## src/rtl/unidad_control_multiciclo.sv

```systemverilog
// Multicycle control FSM for the PG1 datapath: FETCH/DECODE/EXEC/MEM/WB with held mux selects.
// Define UC_MEM_TIMEOUT_EN to fault when data memory does not answer within MEM_TIMEOUT cycles.
module unidad_control_multiciclo #(
  parameter int OPW         = 5,
  parameter int ALUOPW      = 3,
  parameter int MEM_TIMEOUT = 15,
  parameter logic [ALUOPW-1:0] SUB_CODE = ALUOPW'(1)
) (
  input  logic              clk,
  input  logic              rst,
  input  logic              START,
  input  logic              STOP,
  input  logic              INSTR_VALID,
  input  logic [OPW-1:0]    OPCODE,
  input  logic [ALUOPW-1:0] ALUOP,
  input  logic              ZERO,
  input  logic              MEM_READY,
  output logic              FETCH_REQ,
  output logic              IR_LOAD,
  output logic              PC_INC,
  output logic              MEM_REQ,
  output logic              WE,
  output logic              RWrite,
  output logic              Branch,
  output logic              DataInputS,
  output logic              DataInputON,
  output logic              OpbSelect,
  output logic              SelectMem,
  output logic              R2S,
  output logic [ALUOPW-1:0] ALUSignal,
  output logic              BUSY,
  output logic              FAULT,
  output logic              ILLEGAL
);

  // state    | meaning
  // S_IDLE   | waiting for START
  // S_FETCH  | requesting instruction, latch fields on INSTR_VALID
  // S_DECODE | IR load / PC increment, opcode legality check
  // S_EXEC   | ALU operation; BEQ resolves branch here
  // S_MEM    | data memory access (LDR/STR)
  // S_WB     | register-file write
  // S_FAULT  | sticky fault, only rst leaves
  typedef enum logic [2:0] {
    S_IDLE, S_FETCH, S_DECODE, S_EXEC, S_MEM, S_WB, S_FAULT
  } state_t;

  localparam logic [OPW-1:0] OP_R    = OPW'(5'b00000);
  localparam logic [OPW-1:0] OP_LDR  = OPW'(5'b00001);
  localparam logic [OPW-1:0] OP_STR  = OPW'(5'b00010);
  localparam logic [OPW-1:0] OP_BEQ  = OPW'(5'b00011);
  localparam logic [OPW-1:0] OP_ADDI = OPW'(5'b00100);

  state_t              state, state_nxt, after_instr;
  logic [OPW-1:0]      op_q;
  logic [ALUOPW-1:0]   alu_q;
  logic                ill_q;
  logic                is_r, is_addi, is_ldr, is_str, is_beq, legal, in_instr;

  assign is_r     = (op_q == OP_R);
  assign is_addi  = (op_q == OP_ADDI);
  assign is_ldr   = (op_q == OP_LDR);
  assign is_str   = (op_q == OP_STR);
  assign is_beq   = (op_q == OP_BEQ);
  assign legal    = is_r | is_addi | is_ldr | is_str | is_beq;
  assign in_instr = (state == S_DECODE) | (state == S_EXEC) | (state == S_MEM) | (state == S_WB);

`ifdef UC_MEM_TIMEOUT_EN
  localparam int CW = $clog2(MEM_TIMEOUT + 1);
  logic [CW-1:0] tmo_cnt;
  logic          tmo_hit;

  assign tmo_hit = (tmo_cnt == CW'(MEM_TIMEOUT));

  // Cleared whenever outside MEM, so every MEM entry starts from zero.
  always_ff @(posedge clk or posedge rst) begin
    if (rst)                                  tmo_cnt <= '0;
    else if (state != S_MEM)                  tmo_cnt <= '0;
    else if (!MEM_READY && !tmo_hit)          tmo_cnt <= tmo_cnt + CW'(1);
  end
`endif

  always_ff @(posedge clk or posedge rst) begin
    if (rst) begin
      state <= S_IDLE;
      op_q  <= '0;
      alu_q <= '0;
      ill_q <= 1'b0;
    end else begin
      state <= state_nxt;
      if (state == S_FETCH && INSTR_VALID) begin
        op_q  <= OPCODE;
        alu_q <= ALUOP;
      end
      if (state == S_DECODE && !legal) ill_q <= 1'b1;
    end
  end

  always_comb begin
    after_instr = STOP ? S_IDLE : S_FETCH;
    state_nxt   = state;
    case (state)
      S_IDLE:   if (START) state_nxt = S_FETCH;
      S_FETCH:  if (INSTR_VALID) state_nxt = S_DECODE;
      S_DECODE: state_nxt = legal ? S_EXEC : S_FAULT;
      S_EXEC: begin
        if (is_beq)                state_nxt = after_instr;
        else if (is_ldr || is_str) state_nxt = S_MEM;
        else                       state_nxt = S_WB;
      end
      S_MEM: begin
        if (MEM_READY)    state_nxt = is_ldr ? S_WB : after_instr;
`ifdef UC_MEM_TIMEOUT_EN
        else if (tmo_hit) state_nxt = S_FAULT;
`endif
      end
      S_WB:     state_nxt = after_instr;
      S_FAULT:  state_nxt = S_FAULT;
      default:  state_nxt = S_IDLE;
    endcase
  end

  always_comb begin
    DataInputS  = 1'b0;
    DataInputON = 1'b0;
    OpbSelect   = 1'b0;
    SelectMem   = 1'b0;
    R2S         = 1'b0;
    ALUSignal   = '0;
    if (in_instr && legal) begin
      if (is_r) begin
        {DataInputS, DataInputON} = 2'b11;
        ALUSignal = alu_q;
      end
      if (is_addi) {DataInputS, DataInputON, OpbSelect} = 3'b111;
      if (is_ldr)  {DataInputON, OpbSelect, SelectMem} = 3'b111;
      if (is_str)  {DataInputS, OpbSelect} = 2'b11;
      if (is_beq) begin
        {DataInputS, DataInputON, R2S} = 3'b111;
        ALUSignal = SUB_CODE;
      end
    end
  end

  always_comb begin
    FETCH_REQ = (state == S_FETCH);
    IR_LOAD   = (state == S_DECODE);
    PC_INC    = (state == S_DECODE);
    MEM_REQ   = (state == S_MEM);
    WE        = (state == S_MEM) && is_str;
    RWrite    = (state == S_WB);
    // Only input-to-output path: ZERO gated by EXEC of a BEQ.
    Branch    = (state == S_EXEC) && is_beq && ZERO;
    BUSY      = (state != S_IDLE);
    FAULT     = (state == S_FAULT);
    ILLEGAL   = ill_q;
  end

endmodule

```

## config.mk

```make
export PLATFORM = sky130hd
export DESIGN_NAME = unidad_control_multiciclo
export DESIGN_NICKNAME = d
export VERILOG_FILES = /design/src/rtl/unidad_control_multiciclo.sv
export SDC_FILE = /design/constraint.sdc
export NUM_CORES = 1
export LEC_CHECK = 0
export CAP_MARGIN = 10
export CELL_PAD_IN_SITES_DETAIL_PLACEMENT = 1
export CELL_PAD_IN_SITES_GLOBAL_PLACEMENT = 1
export CORE_MARGIN = 3
export CORE_UTILIZATION = 32
export CTS_CLUSTER_SIZE = 25
export DETAILED_ROUTE_END_ITERATION = 7
export HOLD_SLACK_MARGIN = 0.08
export PLACE_DENSITY = 0.82
export SYNTH_ARGS = -nofsm -noshare
export SYNTH_HDL_FRONTEND = slang
export SYNTH_SLANG_ARGS = --single-unit
```

## constraint.sdc

```tcl
create_clock -name clk -period 3.71 [get_ports clk]
set_input_delay 0.9275 -clock clk [delete_from_list [all_inputs] [get_ports clk]]
set_output_delay 0.9275 -clock clk [all_outputs]
set_load 0.05 [all_outputs]
```

==> results.md, run 1 <==
* Outcome: completed
* CTS Hold Buffers Added at 0
* Routability cong. at 0.811
* Design area at 1140 sq um
* Htree depth at 1
* Final Max Slew Viols at 0
* Clk_skew at 0.00391 ns
* Post-Route Utilization at 0.491
* Total of max-cap violations at 0
* Peak supply drop at 0.357 mV
* Core Region at 2320 sq um
* Reg-to-Reg Start: state[1]
* Crit-path cells: xor2_1, nand2_1, nor3_1, clkdlybuf4s50_1
* Share of total power in the clock network at 0.084
* Worst-Skew Late Latency at 0.27 ns
* Reg2Reg Depth at 3
* Worst Tran Pin Value at 0.506 ns
* Hold Crit Start: ILLEGAL
* Die width at 56.6 microns
* Setup-failing EPs final at 0
* Synth warn at 0
* Hold Path Depth at 1
* Final Hold Vio Count at 0
* Worst reg-to-reg setup slack at 1.92 ns
* Top-area cell type share of the netlist area at 0.367
* Sw frac at 0.528
* N_diodes at 0
* Crit path largest cell delay at 0.84 ns
* Pin count of the biggest net entering global routing at 16
* First-pass GRT wire length at 3910 microns
* Internal power at 0.435 mW
* # IOs at 33
* Final hold slack at 0.460 ns
* Seq/Total Area, Yosys at 0.367
* Max_slew headroom at 0.662
* Comb pwr share at 0.589
* CP Capture Type: primary output
* Clock sinks at 12
* RR Endpoint: op_q[1]
* Switching Power at 0.486 mW
* Number of global-route vias before repair at 849
* Iteration-0 DRC Markers at 5
* Post-synth top flop: dfrtp_1
* Buffers on Ports at 32
* Vias per cell at 5.09
* Rows at 17
* Clock Pin Slew Worst Setup and Hold Paths at 0.06 ns
* Max Fclk at 0.305 GHz
* CTS tree: done
* Tmin final at 3.28 ns
* Crit share post-route at 0.885
* WL final at 2260 microns
* Area contributors post-synth: dfrtp_1 (37%), mux2_1 (8.3%), nor2_1 (4.6%), o21ai_0 (4.3%), nor3_1 (3.7%)
* CP required at 2.78 ns
* DRT antenna net count at 0
* Post-cts gate resize count at 0
* Hold WC Path Type: reg -> reg
* Pwr/cell area at 809 nW/um^2
* Critical path class: reg -> out
* Antenna violations before repair at 0
* Cells after Synth at 96
* Seq pwr share at 0.327
* Clock tree buffer depth at 2
* Leakage at 0.450 nW
* Routed WL per cell at 14.9 microns
* Final Net Count at 140
* Average size of a mapped cell at 8.52 sq um
* Post-CTS setup buffers at 0
* Initial DRT Pass Iterations at 4
* Critical-path maximum fanout at 15
* DP Area at 1120 sq um
* Synthesized Nets at 111
* EDFF count, synth at 0
* Worst path slowest cell: clkdlybuf4s50_1
* Distinct cells, synth at 30
* Synth area leader: dfrtp_1
* Dpl hpwl at 1810 microns
* Setup tns final at 0 ns
* Clk root buf: clkbuf_4
* DRC violations left at 0
* RSZ-0062 raised after global routing: false
* CP startpoint kind: flip-flop
* Min-Delay Endpoint: ILLEGAL
* Grt total ovfl at 0
* DR vias at 768
* Netlist Area Pre-Place at 818 sq um
* Synth Register Bits at 12
* GRT Total Usage at 0.157
* Area grow syn2layout at 39.1%
* CP arrival at 2.36 ns
* Die Ht at 56.6 microns
* CTS Buf Count at 3
* Full die area at 3200 sq um
* Initial core utilization at 0.353
* Synth async-reset ratio at 1.00
* Layout cells sized above 1 at 0.0569
[worst max-delay path by stage]
stage	from	slack [ns]	to	cells after the start
after floorplan	ZERO	0.29	Branch	2
after global placement	state[1]	0.83	DataInputON	4
after detailed placement	state[1]	0.70	ALUSignal[1]	4
after CTS	state[1]	0.39	ALUSignal[1]	4
after global routing	state[1]	0.22	ALUSignal[1]	4
final	state[1]	0.43	ALUSignal[1]	4
[cell usage in the layout, fill, tap and decap left out, types with 2 or more instances in the layout]
| cell type | synthesis | final |
|---|---|---|
| and2_1 | 2 | 2 |
| nor2b_1 | 2 | 2 |
| xor2_1 | 2 | 2 |
| nand2_1 | 8 | 8 |
| clkbuf_4 | 0 | 3 |
| inv_1 | 6 | 6 |
| mux2_1 | 6 | 6 |
| nor2_1 | 10 | 10 |
| clkdlybuf4s50_1 | 0 | 31 |
| a211oi_1 | 3 | 3 |
| nor3_1 | 6 | 6 |
| dfrtp_1 | 12 | 12 |
| nand2b_1 | 4 | 4 |
| o21ai_0 | 7 | 7 |
| o311ai_1 | 2 | 2 |
| a21oi_1 | 5 | 5 |
[critical path: cells and delay by family, from the launching register on]
family | cells | cell delay [ns]
buf+inv | 1 | 0.84
flops | 1 | 0.63
simple gates | 2 | 0.37
xor+xnor | 1 | 0.25
[sequential cells by signal, indices dropped and copies added (netlist names)]
register and flops:
ILLEGAL 1, state 3, op_q 5, alu_q 3
[synth_stat cells (2+ instances only)]
library cell and count:
a211oi_1 3, a21oi_1 5, and2_1 2, buf_2 5
buf_6 2, dfrtp_1 12, inv_1 6, mux2_1 6
nand2_1 8, nand2b_1 4, nor2_1 10, nor2b_1 2
nor3_1 6, o21ai_0 7, o311ai_1 2, xor2_1 2
[power groups by stage]
| stage | sequential, mW | combinational [mW] | clock (mW) |
|---|---|---|---|
| 2_1_floorplan | 0.231 | 0.473 | 0 |
| 3_3_place_gp | 0.294 | 0.530 | 0 |
| 3_5_place_dp | 0.303 | 0.546 | 0 |
| 4_1_cts | 0.300 | 0.550 | 0.0824 |
| 5_1_grt | 0.322 | 0.591 | 0.0902 |
| 6_report | 0.301 | 0.543 | 0.0773 |
[metal layers]
layer	vias up	track usage	part of all wire
li1	386	-	-
met1	357	0.190	0.44
met2	20	0.262	0.51
met3	5	0.0161	0.031
met4	0	0.0983	0.025
met5	-	0	0
[logic make-up after synthesis]
kind of cell    after synthesis  synth area share
buf+inv                      14            0.0948
compound gates               21             0.162
xor+xnor                      2            0.0214
simple gates                 41             0.272
mux                           6            0.0826
flops                        12             0.367
[layout make-up]
| class | instances | area (sq um) |
|---|---|---|
| Timing Repair Buffer | 32 | 318 |
| Inverter | 6 | 22.5 |
| Tap cell | 28 | 35.0 |
| Fill cell | 280 | 1180 |
| Clock buffer | 3 | 22.5 |
| Multi-Input combinational cell | 70 | 440 |
| Sequential cell | 12 | 300 |
[per-stage QoR]
| step | power (mW) | setup slack, ns | instances |
|---|---|---|---|
| global route | 1.00 | 0.222 | 151 |
| finish | 0.921 | 0.427 | 151 |
| detailed placement | 0.849 | 0.704 | 148 |
| floorplan | 0.704 | 0.288 | 96 |
| CTS | 0.932 | 0.394 | 151 |
| global placement | 0.824 | 0.827 | 148 |
(Power assumes the default switching activity.)
==> run 2: changes to the inputs <==
--- a/config.mk
+++ b/config.mk
@@ -9,11 +9,12 @@
 export CELL_PAD_IN_SITES_DETAIL_PLACEMENT = 1
 export CELL_PAD_IN_SITES_GLOBAL_PLACEMENT = 1
 export CORE_MARGIN = 3
-export CORE_UTILIZATION = 32
-export CTS_CLUSTER_SIZE = 25
+export CORE_UTILIZATION = 46
+export CTS_CLUSTER_SIZE = 8
 export DETAILED_ROUTE_END_ITERATION = 7
+export DONT_BUFFER_PORTS = 1
 export HOLD_SLACK_MARGIN = 0.08
-export PLACE_DENSITY = 0.82
+export PLACE_DENSITY = 0.8
 export SYNTH_ARGS = -nofsm -noshare
 export SYNTH_HDL_FRONTEND = slang
 export SYNTH_SLANG_ARGS = --single-unit
==> results.md, run 2 (synthesized netlist as in run 1, its figures left out) <==
* Most Crowded Layer GR: met2
* Clk_skew at 0.00407 ns (+0.000164 ns)
* Most frequent cells in the layout: dfrtp_1 (12), nor2_1 (9), buf_4 (9)
* DRT antenna net count at 0 (unchanged)
* Initial DRT Pass Iterations at 4 (unchanged)
* Area grow syn2layout at 13.1%
* Critical-path maximum fanout at 15 (unchanged)
* Met1 Resource Use GR at 0.267 (+0.0765)
* Clock sinks at 12 (unchanged)
* WL final at 1880 microns (-16%)
* CTS Hold Buffers Added at 0 (unchanged)
* CTS Buf Count at 3 (unchanged)
* First-pass GRT wire length at 3010 microns (-23%)
* Clk root buf: clkbuf_4
* Iteration-0 DRC Markers at 9 (+4)
* Dpl hpwl at 1460 microns (-19%)
* Worst reg-to-reg setup slack at 1.33 ns (-0.59 ns)
* DR vias at 705 (-8.2%)
* Max_slew headroom at 0.385 (-0.277)
* Final Max Slew Viols at 0 (unchanged)
* CP startpoint kind: flip-flop
* Fillcell total at 191 (-32%)
* Final Hold Vio Count at 0 (unchanged)
* Final cell count without fillers at 125 (-17%)
* DRC violations left at 0 (unchanged)
* Clock Pin Slew Worst Setup and Hold Paths at 0.07 ns (about the same)
* Number of global-route vias before repair at 644 (-24%)
* # IOs at 33 (unchanged)
* Vias per cell at 5.64 (+11%)
* Seq. cell area at 300 sq um (unchanged)
* Die width at 48.2 microns (-15%)
* Critical path class: reg -> out
* CP top delay family: compound AO/OA/AOI/OAI gates
* Outcome: completed
* Setup ws final at 0.762 ns (+0.335 ns)
* Top reg by flops: op_q
* CTS tree: done
* Layout cells sized above 1 at 0.218 (+0.161)
* Final Net Count at 117 (-16%)
* Leakage at 0.390 nW (-13%)
* Pin count of the biggest net entering global routing at 16 (unchanged)
* Pwr/cell area at 951 nW/um^2 (+18%)
* Worst path slowest cell: a211oi_2
* CP arrival at 2.02 ns (-0.34 ns)
* CP required at 2.78 ns (about the same)
* Crit path largest cell delay at 0.71 ns (-0.13 ns)
* Peak supply drop at 0.424 mV (+19%)
* Most common cell after layout, fill and taps aside: dfrtp_1
* Antenna violations before repair at 0 (unchanged)
* RSZ-0062 raised after global routing: false
* Max reg flops at 5 (unchanged)
* Routed WL per cell at 15.1 microns (+0.87%)
* Met3 Usage GRT at 0.0221 (+0.00605)
* Clock tree buffer depth at 2 (unchanged)
* Max Fclk at 0.339 GHz (+11%)
* Rows at 14 (-3)
* Crit-path cells: xor2_1, nand2_1, a211oi_2
* Crit share post-route at 0.795 (-0.0902)
* DP Worst Slack at 1.06 ns (+0.358 ns)
* Grt total ovfl at 0 (unchanged)
* Buffers on Ports at 0 (-100%)
* Tmin final at 2.95 ns (-0.335 ns)
* Top flop regs: op_q (5), alu_q (3), state (3)
* CP Buf/Inv Count at 0 (-1)
* Full die area at 2320 sq um (-27%)
* Setup tns final at 0 ns (unchanged)
* Worst Tran Pin Value at 0.919 ns (+0.413 ns)
* DP Cell Count at 121 (-18%)
* Htree depth at 1 (unchanged)
* Hold WC Path Type: reg -> reg
* Setup-failing EPs final at 0 (unchanged)
* Post-CTS setup buffers at 0 (unchanged)
* Core Region at 1590 sq um (-31%)
* Initial core utilization at 0.513 (+0.160)
* Die Ht at 48.2 microns (-15%)
* Post-cts gate resize count at 0 (unchanged)
* GRT Total Usage at 0.185 (+0.0284)
* Met2 Usage GRT at 0.294 (+0.0319)
* Total of max-cap violations at 0 (unchanged)
* CP Capture Type: primary output
* Worst-Skew Late Latency at 0.27 ns (about the same)
* N_diodes at 0 (unchanged)
* Multi-input logic area at 469 sq um (+6.5%)
* Routability cong. at 0.824 (+1.7%)
run 2: cell types whose count changed in the layout (fill, tap and decap cells not counted), moves of 2 or more:
cell             delta
a211oi_1            -2
buf_4               +8
a211oi_2            +2
clkdlybuf4s50_1    -31
run 2: worst paths after layout:
check,cells after the start,startpoint,endpoint
worst min-delay path,1,alu_q[0],alu_q[0]
worst min register to register,1,alu_q[0],alu_q[0]
max in group asynchronous,1,rst,alu_q[0]
worst max register to register,3,state[1],alu_q[0]
worst max-delay path,3,state[1],DataInputON
min in group asynchronous,1,rst,op_q[4]
run 2: layout make-up:
cell class,count,area share
repair buffers,9,0.0730
multi-input cells,70,0.507
clock buffers,4,0.0392
inverters,6,0.0243
flip-flops and latches,12,0.324
well taps,24,0.0324
run 2: metal layers:
layer  vias up  wire length, microns
met3         2                   101
met5         -                     0
met1       332                   879
met2        26                   882
li1        345                     -
met4         0                    20
run 2: through the flow:
step	hold WS (ns)	power (mW)	utilization	cell area [sq um]
3_5_place_dp	0.478	0.783	0.558	890
3_3_place_gp	0.471	0.762	0.558	890
5_1_grt	0.543	0.953	0.581	926
4_1_cts	0.496	0.888	0.581	926
2_1_floorplan	0.458	0.704	-	818
6_report	0.493	0.881	0.581	926
run 2: power by group:
part	total [mW]	switching (mW)	leakage (nW)	internal, mW
clock network	0.102	0.0422	0.0210	0.0596
logic	0.463	0.316	0.226	0.147
registers	0.316	0.126	0.142	0.190
total	0.881	0.484	0.390	0.397
